$ cat config.mk
export PLATFORM = sky130hd
export DESIGN_NAME = encoder_round_controller
export DESIGN_NICKNAME = d
export VERILOG_FILES = /design/src/rtl/encoder_round_controller.sv
export SDC_FILE = /design/constraint.sdc
export NUM_CORES = 1
export LEC_CHECK = 0
export BUFFER_PORTS_ARGS = -buffer_cell sky130_fd_sc_hd__buf_4
export CORE_UTILIZATION = 55
export DETAILED_ROUTE_END_ITERATION = 8
export GPL_TIMING_DRIVEN = 0
export PLACE_DENSITY = 0.83
export SYNTH_ARGS = -nofsm -noshare
export SYNTH_HDL_FRONTEND = slang
export SYNTH_SLANG_ARGS = --single-unit
$ cat constraint.sdc
create_clock -name clk -period 4.05 [get_ports clk]
set_input_delay 0.2025 -clock clk [delete_from_list [all_inputs] [get_ports clk]]
set_output_delay 0.2025 -clock clk [all_outputs]
set_load 0.02 [all_outputs]
$ cat src/rtl/encoder_round_controller.sv
// Sequencing FSM for the 24-round encoder: loads input words, steps the external
// round counter through the rounds, then holds the result under a valid/ack handshake.
module encoder_round_controller #(
    parameter int LOAD_CYCLES = 4,
    parameter int LCW         = 3,
    parameter int ROUNDS      = 24,
    parameter int BCW         = 16
) (
    input  logic           clk,
    input  logic           rst,
    input  logic           start,
    input  logic           abort,
    input  logic           cnt_co,
    input  logic           out_ack,
    output logic           ready,
    output logic           init0,
    output logic           enc,
    output logic           ld_en,
    output logic [LCW-1:0] ld_sel,
    output logic           round_en,
    output logic           first_rnd,
    output logic           out_valid,
    output logic [BCW-1:0] blk_cnt
);

    typedef enum logic [1:0] {
        IDLE  = 2'd0,
        LOAD  = 2'd1,
        ROUND = 2'd2,
        DONE  = 2'd3
    } state_t;

    localparam logic [LCW-1:0] LOAD_LAST = LCW'(LOAD_CYCLES - 1);

    if (LOAD_CYCLES < 1 || ROUNDS < 1 || LOAD_CYCLES > (1 << LCW)) begin : g_param_check
        $error("encoder_round_controller: illegal LOAD_CYCLES/LCW/ROUNDS combination");
    end

    state_t         state;
    logic [LCW-1:0] loadCnt;
    logic           firstPending;

    // The round count itself lives in the external counter; this FSM only
    // waits for its carry-out, so ROUND ends on cnt_co rather than a local count.
    always_ff @(posedge clk or posedge rst) begin
        if (rst) begin
            state        <= IDLE;
            loadCnt      <= '0;
            firstPending <= 1'b0;
            blk_cnt      <= '0;
        end else begin
            case (state)
                IDLE: begin
                    loadCnt      <= '0;
                    firstPending <= 1'b0;
                    if (start && !abort) begin
                        state <= LOAD;
                    end
                end
                LOAD: begin
                    if (abort) begin
                        state   <= IDLE;
                        loadCnt <= '0;
                    end else if (loadCnt == LOAD_LAST) begin
                        state        <= ROUND;
                        loadCnt      <= '0;
                        firstPending <= 1'b1;
                    end else begin
                        loadCnt <= loadCnt + LCW'(1);
                    end
                end
                ROUND: begin
                    firstPending <= 1'b0;
                    if (abort) begin
                        state <= IDLE;
                    end else if (cnt_co) begin
                        state <= DONE;
                    end
                end
                DONE: begin
                    if (abort) begin
                        state <= IDLE;
                    end else if (out_ack) begin
                        state <= IDLE;
                        if (blk_cnt != '1) begin
                            blk_cnt <= blk_cnt + BCW'(1);
                        end
                    end
                end
                default: begin
                    state        <= IDLE;
                    loadCnt      <= '0;
                    firstPending <= 1'b0;
                end
            endcase
        end
    end

    // Abort suppresses every datapath action in its cycle and clears the counter instead.
    always_comb begin
        ready     = 1'b0;
        init0     = 1'b0;
        enc       = 1'b0;
        ld_en     = 1'b0;
        round_en  = 1'b0;
        first_rnd = 1'b0;
        out_valid = 1'b0;
        case (state)
            IDLE: begin
                ready = 1'b1;
                init0 = start && !abort;
            end
            LOAD: begin
                init0 = abort;
                ld_en = !abort;
            end
            ROUND: begin
                init0     = abort;
                enc       = !abort && !cnt_co;
                round_en  = !abort && !cnt_co;
                first_rnd = !abort && !cnt_co && firstPending;
            end
            DONE: begin
                init0     = abort;
                out_valid = !abort;
            end
            default: begin
                ready = 1'b0;
            end
        endcase
    end

    assign ld_sel = loadCnt;

endmodule

Word-level counts from Yosys, hierarchy flattened
Index checks and enable logic that the tools add are counted.
{"block": "word_totals", "latch_bits": 0, "inputBits": 6, "ram_bits": 0, "romBits": 0, "out_inout_bits": 26, "ff_bits": 22, "memories": 0}
{"block": "classes", "magnitude_cmp": 0, "multipliers": 0, "n_addsub": 2, "n_div": 0, "bitwise_logic": 1, "eq_ne": 11, "reduce_logical": 13, "n_mux": 20, "shifts": 0}
{"operator": "adder 16 x 1 -> 16 bit (second input constant)", "n": 1}
{"operator": "!= test 16 bit (second input constant)", "n": 1}
{"operator": "two-way mux 2 bit", "n": 7}
{"operator": "!= test 3 bit (second input constant)", "n": 3}
{"operator": "case mux 2 bit (4 select lines)", "n": 1}
{"operator": "AND reduction 4 bit", "n": 2}
{"operator": "two-way mux 1 bit", "n": 7}
{"operator": "two-way mux 3 bit", "n": 2}
{"operator": "!= test 2 bit (second input constant)", "n": 3}
{"operator": "case mux 3 bit (2 select lines)", "n": 1}
{"operator": "== test 2 bit (second input constant)", "n": 2}
{"operator": "case mux 1 bit (2 select lines)", "n": 2}
{"operator": "nonzero test 2 bit", "n": 2}
{"operator": "adder 3 x 1 -> 3 bit (second input constant)", "n": 1}
{"operator": "== test 3 x 2 -> 1 bit (second input constant)", "n": 1}
{"operator": "logical AND 1 bit", "n": 3}
{"operator": "AND reduction 3 bit", "n": 1}
{"operator": "OR reduction 3 bit", "n": 1}
{"operator": "== test 2 x 1 -> 1 bit (second input constant)", "n": 1}
{"operator": "zero test 1 bit", "n": 2}
{"operator": "zero test 2 bit", "n": 1}
{"operator": "OR reduction 2 bit", "n": 1}
{"operator": "inverter 1 bit", "n": 1}

Logic depth before layout (Yosys ltp)
{"block": "depth", "ltp_word": 4, "depth_mapped": 6, "depth_no_buf": 5}

Worst setup path before layout
OpenSTA, ideal clock, no wires.
{"block": "synth_path", "kind": "register to output", "from": "register state[1]", "to": "output port first_rnd", "slack_ns": 1.919, "path_stages_with_launch": 5, "n_path_buf": 1, "arrival_time_ns": 1.928, "required_time_ns": 3.848, "path_cell_list": "dfrtp_1 -> clkbuf_1 -> inv_1 -> nor4_1 -> and2_1"}
{"block": "synth_via", "elab_chain_len": 2}
{"element": "start: declaration", "line": "39", "text": "state_t state;"}
{"element": "start signal: assignment", "line": "47", "text": "state <= IDLE;"}
{"element": "start signal: assignment", "line": "57", "text": "state <= LOAD;"}
{"element": "start signal: assignment", "line": "62", "text": "state <= IDLE;"}
{"element": "== test 2 bit", "line": "108", "text": "case (state)"}
{"element": "two-way mux 1 bit", "line": "108"}
{"element": "end: declaration", "line": "21", "text": "output logic first_rnd,"}
Every way passes these cells.

Worst setup path after layout
Ends and elaborated chain as after synthesis.

==> flow_metrics.py <==
metrics = {
    "route": {
        "ant_nets": 0,
        "drt_iter0_drc": 27,
        "wl_um": 2410,
        "wire_per_inst_um": 13.5,
        "drt-vias-per-instance": 5.69,
        "vias": 1012,
        "drtPass1Iterations": 4,
        "drc": 0,
    },
    "clocking": {
        "insertion_delay_ns": 0.31,
        "numCtsBuffers": 3,
        "cts_buffer_depth": 2,
        "clk_pin_slew_worst_paths_ns": 0.12,
        "hold_buffers": 0,
        "ctsResizeCount": 0,
        "cts_tree": "built",
        "clkSinkCount": 22,
        "cts_setup_buffers": 0,
        "htreeDepth": 1,
        "clock-root-buffer": "clkbuf_4",
    },
    "floorplan": {
        "boundaryPins": 32,
        "start_util_pct": 59.1,
        "core_area_um2": 1980,
        "die_x_um": 48.1,
        "rows": 16,
        "die_h_um": 48.1,
        "dieArea_um2": 2320,
    },
    "global_routing": {
        "grt_usage_pct": 22.3,
        "antenna_found_initial": 0,
        "grt_pass1_vias": 832,
        "grt_pass1_wl_um": 3590,
        "grt_max_degree": 23,
        "gr-total-overflow": 0,
    },
    "run_status": {
        "outcome": "finished, final reports clean",
    },
    "logic_synthesis": {
        "ys_ff_latch": 22,
        "synth_top_area_cell": "dfrtp_1",
        "synth_edf_count": 0,
        "ys_warn_count": 0,
        "async_reset_ff_share_pct": 100,
        "syn_inst": 117,
        "synth_nets": 125,
        "synth_area_leaders": "dfrtp_1, nor2_1, nand2_1, xor2_1, a22o_1",
        "synth_seq_area_share_pct": 47.0,
        "syn_area_um2": 1170,
        "synth_ff_type": "dfrtp_1",
        "synth_cell_type_count": 37,
        "synth_area_per_cell_um2": 10.0,
        "synth.top_cell.area_share_pct": 47.0,
    },
    "cells_and_area": {
        "layout.nets": 161,
        "n_antenna_cell": 0,
        "drive_gt1_share_pct": 29.1,
        "area_growth_pct": 24.7,
    },
    "timing": {
        "rsz0062_at_grt": "false",
        "setup_tns_ns": 0,
        "hold_viol_final": 0,
        "fmax_ghz": 0.442,
        "layout_setup_ws_ns": 1.79,
        "clock_skew_ns": 0.00217,
        "setup_viol": 0,
        "timing.final.crit_share_pct": 55.8,
        "max_slew_margin_pct": 45.0,
        "slew_violations": 0,
        "worst_pin_slew_ns": 0.824,
        "min_period_ns": 2.26,
    },
    "setup_path": {
        "endpoint_kind": "output pin",
        "critical_path_class": "reg2out",
        "required_ns": 3.85,
        "worstPathArrival_ns": 2.06,
        "cp_max_fo": 10,
        "crit_path_start_kind": "flop",
    },
    "place": {
        "place_ws_ns": 2.18,
        "hpwl_um": 1800,
        "portBuffers": 31,
        "gp_congestion": 0.800,
    },
    "power": {
        "p_seq_share_pct": 63.7,
        "vdd_ir_drop_max_uv": 161,
        "intPower_uw": 266,
        "clockPowerShare_pct": 28.5,
        "power.leakage_nw": 0.717,
        "power_density_nw_per_um2": 239,
        "comb_power_share_pct": 7.7,
        "p_sw_uw": 82.2,
        "swShare_pct": 23.6,
    },
    "hold_path": {
        "hp-class": "in2async",
    },
    "job": {
        "cap_violations": 0,
    },
}
-- logic make-up (layout without fill, tap and decap cells) --
family | Yosys count | after routing | share of synthesized area, %
AND/OR/NAND/NOR | 54 | 54 | 27.0
AO/OA/AOI/OAI | 22 | 22 | 12.8
flip-flops | 22 | 22 | 47.0
buffers and inverters | 8 | 42 | 3.85
XOR/XNOR | 7 | 7 | 5.24
adder cells (fa/ha/maj) | 2 | 2 | 2.14
multiplexers | 2 | 2 | 1.92
-- critical path, cell delays in order (launching register included) --
cell and delay, ns:
dfrtp_1 0.41, clkbuf_1 0.35, inv_1 0.12, nor4_1 0.53, and2_1 0.20, buf_4 0.13
-- per-stage QoR --
step / total power [mW] / hold slack [ns] / area (um^2) / instances / utilization, %
5_1_grt: 0.361 / 0.0958 / 1460 / 178 / 73.7
3_3_place_gp: 0.253 / 0.407 / 1440 / 175 / 72.5
4_1_cts: 0.350 / 0.0799 / 1460 / 178 / 73.7
2_1_floorplan: 0.241 / 0.192 / 1170 / 117 / -
3_5_place_dp: 0.254 / 0.416 / 1440 / 175 / 72.5
6_report: 0.349 / 0.0480 / 1460 / 178 / 73.7
-- worst paths after layout --
check	from	end	slack, ns	cells after the start
setup / recovery	state[1]	first_rnd	1.79	5
max in group asynchronous	rst	state[1]	3.50	2
min in group clk	abort	state[1]	0.08	2
hold reg to reg	firstPending	firstPending	0.52	1
setup reg to reg	blk_cnt[0]	blk_cnt[10]	2.21	5
hold / removal	rst	blk_cnt[10]	0.05	2
-- synthesized netlist by cell type (2+ instances only) --
cell,n
and2_1,3
nor2b_1,2
nor2_1,13
mux2_2,2
nand4_1,3
dfrtp_1,22
a31oi_1,3
nand2_1,12
a22o_1,3
nor3_1,2
ha_1,2
or3_1,2
a41oi_1,3
nand3_1,5
buf_4,2
inv_1,4
nor4_1,3
o21ai_0,4
xor2_1,4
xnor2_1,3
a21oi_1,4
-- power groups by stage --
stage | Sequential (mW) | Clock, mW | Combinational [mW]
after global placement | 0.226 | 0 | 0.0263
after global routing | 0.222 | 0.109 | 0.0298
after CTS | 0.222 | 0.101 | 0.0275
after floorplan | 0.227 | 0 | 0.0140
final | 0.222 | 0.0995 | 0.0270
after detailed placement | 0.226 | 0 | 0.0276
-- routing by layer --
metal,global-route usage (%),share of wire (%),wire length (um)
met1,30.8,46,1100
met2,35.2,48,1150
met3,3.33,5.2,124
met4,8.33,1.3,31
met5,0,0,0
-- flip-flops by register name, indices dropped and copies added (netlist names) --
register	flops
blk_cnt	16
ld_sel	3
state	2
firstPending	1
-- cells in the final DEF (no fill, tap or decap), types with 4 or more instances in the layout --
master	instances
inv_1	4
xor2_1	4
nor2_1	13
dfrtp_1	22
nand2_1	12
nand3_1	5
a21oi_1	4
o21ai_0	4
buf_4	33
-- area by class of cell --
type / count / area, um^2
multi-input combinational: 87 / 576
sequential: 22 / 551
fill: 156 / 522
timing repair buffer: 31 / 233
tap: 27 / 33.8
buffer: 4 / 30.0
clock buffer: 3 / 22.5
inverter: 4 / 15.0
Power figures use the tool's default switching activity.
